[src/rtl/mvm_stream_sched.sv]
// mvm_stream_sched
// Shares one 3x3 matrix-vector multiplier between two vector requesters.
// One vector is issued per 4-cycle multiplier slot (grant while mvm_row==2,
// strobe while mvm_row==3). A fixed-length tag line follows every issued
// vector through the multiplier latency, so each result is written into the
// output FIFO of the requester that issued it. Requesters are admitted only
// when their FIFO has credit for every result already in flight, so the
// multiplier never has to stall.
//
// Ports
//   clk, reset              clock, synchronous active-high reset
//   r0_* / r1_*             vector requesters (valid/ready, {z,y,x} half words)
//   o0_* / o1_*             result FIFOs (valid/ready, {z,y,x})
//   cfg_we/addr/data/busy   matrix word writes (addr 0..8 -> m1..m9)
//   mvm_row                 slot phase from the multiplier
//   mvm_start, mvm_vec      registered issue strobe and operand vector
//   mvm_m                   {m9..m1} matrix register
//   mvm_res                 {dz,dy,dx} result from the multiplier
module mvm_stream_sched #(
    parameter int LAT   = 9,
    parameter int DEPTH = 4
) (
    input  logic          clk,
    input  logic          reset,
    input  logic          r0_valid,
    input  logic [47:0]   r0_vec,
    output logic          r0_ready,
    input  logic          r1_valid,
    input  logic [47:0]   r1_vec,
    output logic          r1_ready,
    output logic          o0_valid,
    output logic [47:0]   o0_vec,
    input  logic          o0_ready,
    output logic          o1_valid,
    output logic [47:0]   o1_vec,
    input  logic          o1_ready,
    input  logic          cfg_we,
    input  logic [3:0]    cfg_addr,
    input  logic [15:0]   cfg_data,
    output logic          cfg_busy,
    input  logic [1:0]    mvm_row,
    output logic          mvm_start,
    output logic [47:0]   mvm_vec,
    output logic [143:0]  mvm_m,
    input  logic [47:0]   mvm_res
);
    localparam int AW = $clog2(DEPTH);
    localparam int CW = 8;  // holds FIFO occupancy plus every in-flight tag

    localparam logic [0:0] ST_RUN   = 1'b0;
    localparam logic [0:0] ST_DRAIN = 1'b1;

    logic [0:0]       state_reg, state_next;
    logic             rr_reg;          // requester favoured on a tie
    logic             mvm_start_reg;
    logic [47:0]      mvm_vec_reg;
    // Bit 0 is loaded on the grant edge, so bit LAT is valid in the cycle
    // the multiplier presents that vector's result.
    logic [LAT:0]     tag_valid_reg;
    logic [LAT:0]     tag_id_reg;

    logic [1:0]       req_valid, pop_req, eligible, fifo_valid;
    logic [1:0][47:0] req_vec, head_vec;
    logic             work_busy, slot, grant, grant_id, cfg_wr;

    assign req_valid = {r1_valid, r0_valid};
    assign req_vec   = {r1_vec, r0_vec};
    assign pop_req   = {o1_ready, o0_ready};

    // A strobe without its tag cannot happen, but both are checked so a
    // matrix write can never land while the multiplier reads mvm_m.
    assign work_busy = (|tag_valid_reg) | mvm_start_reg;
    assign cfg_wr    = (state_reg == ST_RUN) && cfg_we && !work_busy;
    assign cfg_busy  = (state_reg == ST_DRAIN) ||
                       ((state_reg == ST_RUN) && cfg_we && work_busy);

    // Any pending write blocks the slot: the write takes the edge and the
    // grant waits for the next slot.
    assign slot     = (mvm_row == 2'b10) && (state_reg == ST_RUN) && !cfg_we && !reset;
    assign grant    = slot && (|eligible);
    assign grant_id = (eligible == 2'b11) ? rr_reg : eligible[1];
    assign r0_ready = grant && !grant_id;
    assign r1_ready = grant && grant_id;

    assign mvm_start = mvm_start_reg;
    assign mvm_vec   = mvm_vec_reg;
    assign o0_valid  = fifo_valid[0];
    assign o1_valid  = fifo_valid[1];
    assign o0_vec    = head_vec[0];
    assign o1_vec    = head_vec[1];

    always_comb begin
        state_next = state_reg;
        case (state_reg)
            ST_RUN:   if (cfg_we && work_busy) state_next = ST_DRAIN;
            ST_DRAIN: if (!work_busy)          state_next = ST_RUN;
            default:                           state_next = ST_RUN;
        endcase
    end

    always_ff @(posedge clk) begin
        if (reset) begin
            state_reg     <= ST_RUN;
            rr_reg        <= 1'b0;
            mvm_start_reg <= 1'b0;
            mvm_vec_reg   <= '0;
            tag_valid_reg <= '0;
            tag_id_reg    <= '0;
        end else begin
            state_reg     <= state_next;
            mvm_start_reg <= grant;
            tag_valid_reg <= {tag_valid_reg[LAT-1:0], grant};
            tag_id_reg    <= {tag_id_reg[LAT-1:0], grant_id};
            if (grant) begin
                mvm_vec_reg <= req_vec[grant_id];
                rr_reg      <= ~grant_id;
            end
        end
    end

    genvar gi;

    // Per-requester result FIFO and credit check.
    generate
        for (gi = 0; gi < 2; gi++) begin : g_fifo
            logic [47:0]   mem_reg [DEPTH];
            logic [AW:0]   wr_ptr_reg, rd_ptr_reg, occ;
            logic [CW-1:0] inflight, used;
            logic          cap, empty, pop;

            always_comb begin
                inflight = '0;
                for (int k = 0; k <= LAT; k++) begin
                    if (tag_valid_reg[k] && (tag_id_reg[k] == 1'(gi)))
                        inflight = inflight + CW'(1);
                end
            end

            assign occ   = wr_ptr_reg - rd_ptr_reg;
            assign used  = CW'(occ) + inflight;
            assign cap   = tag_valid_reg[LAT] && (tag_id_reg[LAT] == 1'(gi));
            assign empty = (occ == '0);
            assign pop   = pop_req[gi] && !empty;

            assign eligible[gi]   = req_valid[gi] && (used < CW'(DEPTH));
            assign fifo_valid[gi] = !empty;
            assign head_vec[gi]   = empty ? '0 : mem_reg[rd_ptr_reg[AW-1:0]];

            always_ff @(posedge clk) begin
                if (cap)
                    mem_reg[wr_ptr_reg[AW-1:0]] <= mvm_res;
            end

            always_ff @(posedge clk) begin
                if (reset) begin
                    wr_ptr_reg <= '0;
                    rd_ptr_reg <= '0;
                end else begin
                    if (cap) wr_ptr_reg <= wr_ptr_reg + {{AW{1'b0}}, 1'b1};
                    if (pop) rd_ptr_reg <= rd_ptr_reg + {{AW{1'b0}}, 1'b1};
                end
            end
        end
    endgenerate

    // Matrix words m1..m9; addresses above 8 match no word.
    generate
        for (gi = 0; gi < 9; gi++) begin : g_mat
            logic [15:0] word_reg;

            always_ff @(posedge clk) begin
                if (reset)
                    word_reg <= '0;
                else if (cfg_wr && (cfg_addr == 4'(gi)))
                    word_reg <= cfg_data;
            end

            assign mvm_m[16*gi +: 16] = word_reg;
        end
    endgenerate

endmodule
[config.mk]
export PLATFORM = sky130hd
export DESIGN_NAME = mvm_stream_sched
export DESIGN_NICKNAME = d
export VERILOG_FILES = /design/src/rtl/mvm_stream_sched.sv
export SDC_FILE = /design/constraint.sdc
export NUM_CORES = 1
export LEC_CHECK = 0
export ABC_CLOCK_PERIOD_IN_PS = 10000
export CAP_MARGIN = 20
export CORE_MARGIN = 1
export CORE_UTILIZATION = 52
export CTS_CLUSTER_SIZE = 8
export DETAILED_ROUTE_END_ITERATION = 6
export PLACE_DENSITY = 0.82
export SYNTH_ARGS = -nofsm -noshare
export SYNTH_HDL_FRONTEND = slang
export SYNTH_SLANG_ARGS = --single-unit
export TNS_END_PERCENT = 30
[constraint.sdc]
create_clock -name clk -period 10 [get_ports clk]
set_input_delay 1 -clock clk [delete_from_list [all_inputs] [get_ports clk]]
set_output_delay 1 -clock clk [all_outputs]
set_load 0.05 [all_outputs]
; ---- Yosys cells after proc, flatten, opt, wreduce, memory -nomap -nowiden
; Memories as Yosys holds them, arrays and structs flattened. A register that Yosys moved wholly into a read port is not among the register bits.
; Index checks and enable logic that the tools add are counted.
[classes]
addsub = 26
magnitude_cmp = 3
n_eq_ne = 10
muxes = 36
bitwise = 13
reduce_logical = 55
[op_table]
columns = operator, count
row1 = $mux 48, 4
row2 = $add 8x1->8 const B, 18
row3 = $mux 8, 18
row4 = $logic_and 1x1->1, 43
row5 = $add 3x8->8, 2
row6 = $eq 4x3->1 const B, 4
row7 = $lt 8x3->1 const B, 2
row8 = $add 3x1->3 const B, 4
row9 = $not 1->1, 12
row10 = $reduce_or 10->1, 1
row11 = $mux 1, 9
row12 = $eq 4x2->1 const B, 2
row13 = $mux 2, 4
row14 = $logic_not 1->1, 6
row15 = $logic_not 3->1, 2
row16 = $sub 3x3->3, 2
row17 = $eq 2x2->1 const B, 2
row18 = $eq 4x1->1 const B, 1
row19 = $eq 4x4->1 const B, 1
row20 = $logic_not 4->1, 1
row21 = $lt 1x2->1 const B, 1
row22 = $pmux 1 s2, 1
row23 = $reduce_or 2->1, 1
row24 = $logic_or 1x1->1, 1
row25 = $or 1x1->1, 1
[totals]
register_bits = 227
ramBits = 384
output_inout_bits = 294
mem_count = 2
[mem_list]
columns = memory, words, width, read_ports, rd_ports_with_merged_regs, wr, line
row1 = g_fifo[0].mem_reg, 4, 48, 1, 1, 1, 126  ; logic [47:0] mem_reg [DEPTH];
row2 = g_fifo[1].mem_reg, 4, 48, 1, 1, 1, 126

; ---- Depth between registers and ports, before layout
[logic_depth]
word_depth = 28
ltp_mapped = 36
ltp_nobuf = 34

; ---- Worst setup path before layout
; OpenSTA, ideal clock, no wires.
[synth_timing]
kind = reg-to-output
from = register tag_valid_reg[0]
to = output r0_ready
arrival_time_ps = 6714
setup_slack_ps = 2286
path_stages_with_launch = 31
n_path_buf = 1
cell_sequence = dfxtp_1 -> nor2b_1 -> ha_1 -> xnor3_1 -> inv_1 -> ha_1 -> nor3b_1 -> a21oi_1 -> ha_1 -> nor3b_1 -> a21o_1 -> a21oi_1 -> ha_1 -> nand2_1 -> nand2_1 -> ha_1 -> nor2_1 -> a31oi_1 -> ha_1 -> a21oi_1 -> inv_1 -> ha_1 -> nand2_1 -> o21ai_0 -> ha_1 -> or4b_2 -> a31oi_1 -> o211ai_1 -> nor2_1 -> o21a_4 -> buf_2
[synth_between]
elab_chain_cells = 27
[synth_lines]
columns = element, line
row1 = start: declaration, 59  ; logic [LAT:0] tag_valid_reg;
row2 = start signal: assignment, 112  ; tag_valid_reg <= {tag_valid_reg[LAT-1:0], grant};
row3 = $logic_and 1x1->1, 134  ; if (tag_valid_reg[k] && (tag_id_reg[k] == 1'(gi)))
row4 = $mux 1, 134
row5 = $add 8x1->8, 135  ; inflight = inflight + CW'(1);
row6 = $mux 8, 134
row7 = $add 8x1->8, 135
row8 = $mux 8, 134
row9 = $add 8x1->8, 135
row10 = $mux 8, 134
row11 = [... 11 more ...], -
row12 = $mux 8, 134
row13 = $add 3x8->8, 140  ; assign used = CW'(occ) + inflight;
row14 = $lt 8x3->1, 145  ; assign eligible[gi] = req_valid[gi] && (used < CW'(DEPTH));
row15 = $logic_and 1x1->1, 145
row16 = $eq 2x2->1, 81  ; assign grant_id = (eligible == 2'b11) ? rr_reg : eligible[1];
row17 = $mux 1, 81
row18 = $logic_not 1->1, 82  ; assign r0_ready = grant && !grant_id;
row19 = $logic_and 1x1->1 (*), 82
row20 = end: declaration, 27  ; output logic r0_ready,
; Every way passes the cells marked *; elsewhere a longest branch is shown, timed or not.

; ---- Worst setup path after layout
[layout_timing]
from = register tag_valid_reg[1]
to = output r0_ready
[layout_between]
elab_chain_cells = 25
[layout_lines]
columns = element, line
row1 = $logic_and 1x1->1, 134
row2 = $mux 8, 134
row3 = $add 8x1->8, 135
row4 = $mux 8, 134
row5 = $add 8x1->8, 135
row6 = $mux 8, 134
row7 = $add 8x1->8, 135
row8 = $mux 8, 134
row9 = [... 9 more ...], -
row10 = $mux 8, 134
row11 = $add 3x8->8, 140
row12 = $lt 8x3->1, 145
row13 = $logic_and 1x1->1, 145
row14 = $eq 2x2->1, 81
row15 = $mux 1, 81
row16 = $logic_not 1->1, 82
row17 = $logic_and 1x1->1 (*), 82
; Marks and branches as above.

==> impl_summary.log <==
INFO  metric synthDistinctLibCells = 65
INFO  metric max_cap_violations = 0
INFO  metric fp-row-count = 79
INFO  metric area_of_the_mapped_netlist = 24,930 µm²
INFO  metric cts_num_sinks = 614
INFO  metric insertion_delay = 0.63 ns
INFO  metric cts_max_path_bufs = 3
INFO  metric synth_edf_count = 384
INFO  metric yosysSeqAreaShare = 64.73%
INFO  metric report.final.hold_viol_count = 0
INFO  metric initial_core_util = 53.09%
INFO  metric gr-usage-all-layers = 30.05%
INFO  metric maxClockFrequency = 106.7 MHz
INFO  metric cts_setup_buffers = 0
INFO  metric status = complete, no violations
INFO  metric synthesis.instances = 1,713
INFO  metric fin_setup_tns = 0 ns
INFO  metric grt_overflow = 0
INFO  metric post_drt_via_cell_ratio = 5.851
INFO  metric number_of_hold_repair_buffers_added_at_the_cts_stage = 0
INFO  metric crit_family = simple AND/OR/NAND/NOR gates
INFO  metric synth_nets = 1,922
INFO  metric layout_common_cells = 464 x clkdlybuf4s50_1, 384 x edfxtp_1, 226 x dfxtp_1
INFO  metric start_to_end_type_of_the_worst_setup_path = register to output pin
INFO  metric routed-via-count = 16,690
INFO  metric cts_max_level = 3
INFO  metric grt_pass1_vias = 17,230
INFO  metric worst_setup_path_end_kind = output pin
INFO  metric fin_crit = 9.370 ns
INFO  metric critical_path_peak_fanout = 6
INFO  metric final-setup-viol-count = 0
INFO  metric cp_num_buf_inv = 2
INFO  metric gpl.final_weighted_congestion = 0.9510
INFO  metric clock_buffer_count_from_cts = 86
INFO  metric post_route_cells_drive_above_1_share = 10.99%
INFO  metric whs_path_depth = 2
INFO  metric antenna_found_initial = 30
INFO  metric layout.cells.most_common = clkdlybuf4s50_1
INFO  metric asyncSetResetFlopFracSynth = 0%
INFO  metric num-nets-final = 2,387
INFO  metric total_leakage_power = 11.27 nW
INFO  metric grt_setup_unrepaired = no
INFO  metric largest_clock_skew_in_the_final_design = 0.03388 ns
INFO  metric synth_flop_cell = edfxtp_1
INFO  metric grt_first_pass_wirelength = 108,800 µm
INFO  metric die_area = 48,810 µm²
INFO  metric post-dp-hpwl = 46,930 µm
INFO  metric core_region_area = 46,950 µm²
INFO  metric chipHeight = 220.9 µm
INFO  metric wl_per_cell = 25.98 µm
INFO  metric flip_flop_count_of_the_largest_register_all_copies_and_words_added = 384
INFO  metric critical_path.most_common_cell = ha_1
INFO  metric detail_route.wirelength = 74,120 µm
INFO  metric clk_pin_slew_worst_paths = 0.05 ns
INFO  metric cp_num_cells = 30
INFO  metric timing.reg2reg.worst_path_depth = 31
INFO  metric ctsResizeCount = 0
INFO  metric area_growth_syn_to_layout = 30.99%
INFO  metric slowest_cell_on_the_critical_path = clkdlybuf4s50_1
INFO  metric worst_margin_pin_slew = 1.107 ns
INFO  metric data_required_critical_path = 9.00 ns
INFO  metric crit_path_max_incr_delay = 0.82 ns
INFO  metric area_fraction_of_the_dominant_cell_type_after_synthesis = 46.26%
INFO  metric top_level_ports = 467
INFO  metric count_of_yosys_warnings_during_synthesis = 0
INFO  metric power.total = 7.441 mW
INFO  metric port_buffers = 466
INFO  metric relative_slew_slack = 26.18%
INFO  metric syn_avg_cell_area = 14.55 µm²
INFO  metric cellPowerDensity = 227.9 nW/µm²
INFO  metric remaining_drc_errors = 0
INFO  metric yosysTopAreaCell = edfxtp_1
INFO  metric crit_path_start_kind = register
INFO  metric die_extent_in_x = 220.9 µm
INFO  metric post_route_clock_period_utilization = 93.70%
INFO  metric report.final.slew_viol_count = 0
INFO  metric min-delay-path-class = register to register
INFO  metric peakVddDrop = 0.1782 mV
INFO  metric synth-seq-cells = 614
INFO  metric tritoncts = done
INFO  metric ctsRootBufferMaster = clkbuf_16
INFO  metric synthTopCellsByArea = edfxtp_1 46%, dfxtp_1 18%, mux4_2 8.7%
INFO  metric cp_data_arrival_time = 8.37 ns
INFO  metric detail_route.iter0.violations = 1,420
INFO  metric dr.pass1.iters = 5
INFO  metric largest_net_degree_at_the_start_of_global_routing = 139
INFO  metric antenna_left = 0
==> area by class of cell <==
class,count,area (µm²)
timing repair buffer,491,4903
sequential,614,16150
clock buffer,126,2333
clock inverter,5,93.84
multi-input combinational,961,8262
inverter,24,90.09
antenna,25,62.56
tap,607,759.5
fill,3045,14300
==> where the power goes <==
part           switching [mW]  internal, mW  total [mW]
Sequential             0.0304          2.72        2.75
Clock                    1.05          1.60        2.65
Combinational            1.35         0.690        2.04
==> metal layers <==
layer / share of wire (%) / global-route usage [%] / up-vias
met5: 0.053 / 0 / -
met4: 5.3 / 17.98 / 6
li1: - / - / 7318
met3: 8.1 / 8.365 / 185
met2: 51 / 50.18 / 777
met1: 36 / 34.63 / 8408
==> worst register-to-register path, delay by kind of cell (launching register included) <==
family	cells	cell delay (ns)
DFF	1	0.39
muxes	1	0.22
and+or+nand+nor	9	2.59
xor gates and xnor gates	1	0.19
buffers and inverters	2	0.60
AOI/OAI and AO/OA	11	1.75
adders and majority gates	7	1.99
==> cells in the mapped netlist, types with 3 or more instances <==
| library cell | n |
|---|---|
| nand3b_1 | 5 |
| dfxtp_1 | 230 |
| nor3b_1 | 55 |
| buf_2 | 15 |
| inv_1 | 24 |
| nor4_1 | 4 |
| a21oi_1 | 46 |
| and3_1 | 8 |
| nor2b_1 | 127 |
| buf_1 | 12 |
| nand2_1 | 98 |
| mux4_2 | 96 |
| nor2_1 | 147 |
| xnor2_1 | 28 |
| a211o_1 | 3 |
| nor3_1 | 6 |
| ha_1 | 34 |
| xor2_1 | 17 |
| and3b_1 | 3 |
| buf_6 | 4 |
| mux2_2 | 4 |
| or3_1 | 5 |
| a311oi_1 | 3 |
| and2_1 | 14 |
| xnor3_1 | 5 |
| a211oi_1 | 3 |
| a21o_1 | 4 |
| nand4b_1 | 4 |
| o21ai_0 | 4 |
| mux2i_1 | 119 |
| nand4_1 | 5 |
| nand2b_1 | 6 |
| clkbuf_1 | 82 |
| a221o_1 | 48 |
| a31oi_1 | 8 |
| nand3_1 | 14 |
| edfxtp_1 | 384 |
| o211ai_1 | 3 |
==> cell families (layout without fill, tap and decap cells) <==
family | count (synthesis) | count (layout) | share of synthesized area [%]
DFF | 614 | 614 | 64.73
buffers and inverters | 138 | 646 | 2.289
muxes | 219 | 219 | 13.63
AOI/OAI and AO/OA | 140 | 140 | 4.332
and+or+nand+nor | 512 | 512 | 10.76
other | 0 | 25 | 0
adders and majority gates | 36 | 36 | 1.867
xor gates and xnor gates | 54 | 54 | 2.384
==> path summary, 6_finish.rpt <==
check	start	to	slack, ns
max reg2reg	tag_valid_reg[1]	mvm_vec[5]	2.23
min reg2reg	g_mat[1].word_reg[0]	g_mat[1].word_reg[0]	0.45
max	tag_valid_reg[1]	r0_ready	0.63
min	g_mat[1].word_reg[0]	g_mat[1].word_reg[0]	0.45
==> stage by stage <==
stage | util (%) | instances | area, µm² | hold WS [ns] | setup WS (ns)
floorplan | - | 1713 | 24930 | 0.4644 | 2.286
global placement | 64.08 | 2694 | 30090 | 0.4430 | 1.259
detailed placement | 64.14 | 2695 | 30120 | 0.4470 | 0.9762
CTS | 69.31 | 2826 | 32540 | 0.4528 | 0.2644
global route | 69.53 | 2851 | 32650 | 0.4693 | 0.1026
finish | 69.54 | 2853 | 32650 | 0.4547 | 0.6304
No activity file was read; power rests on OpenSTA's default activity.
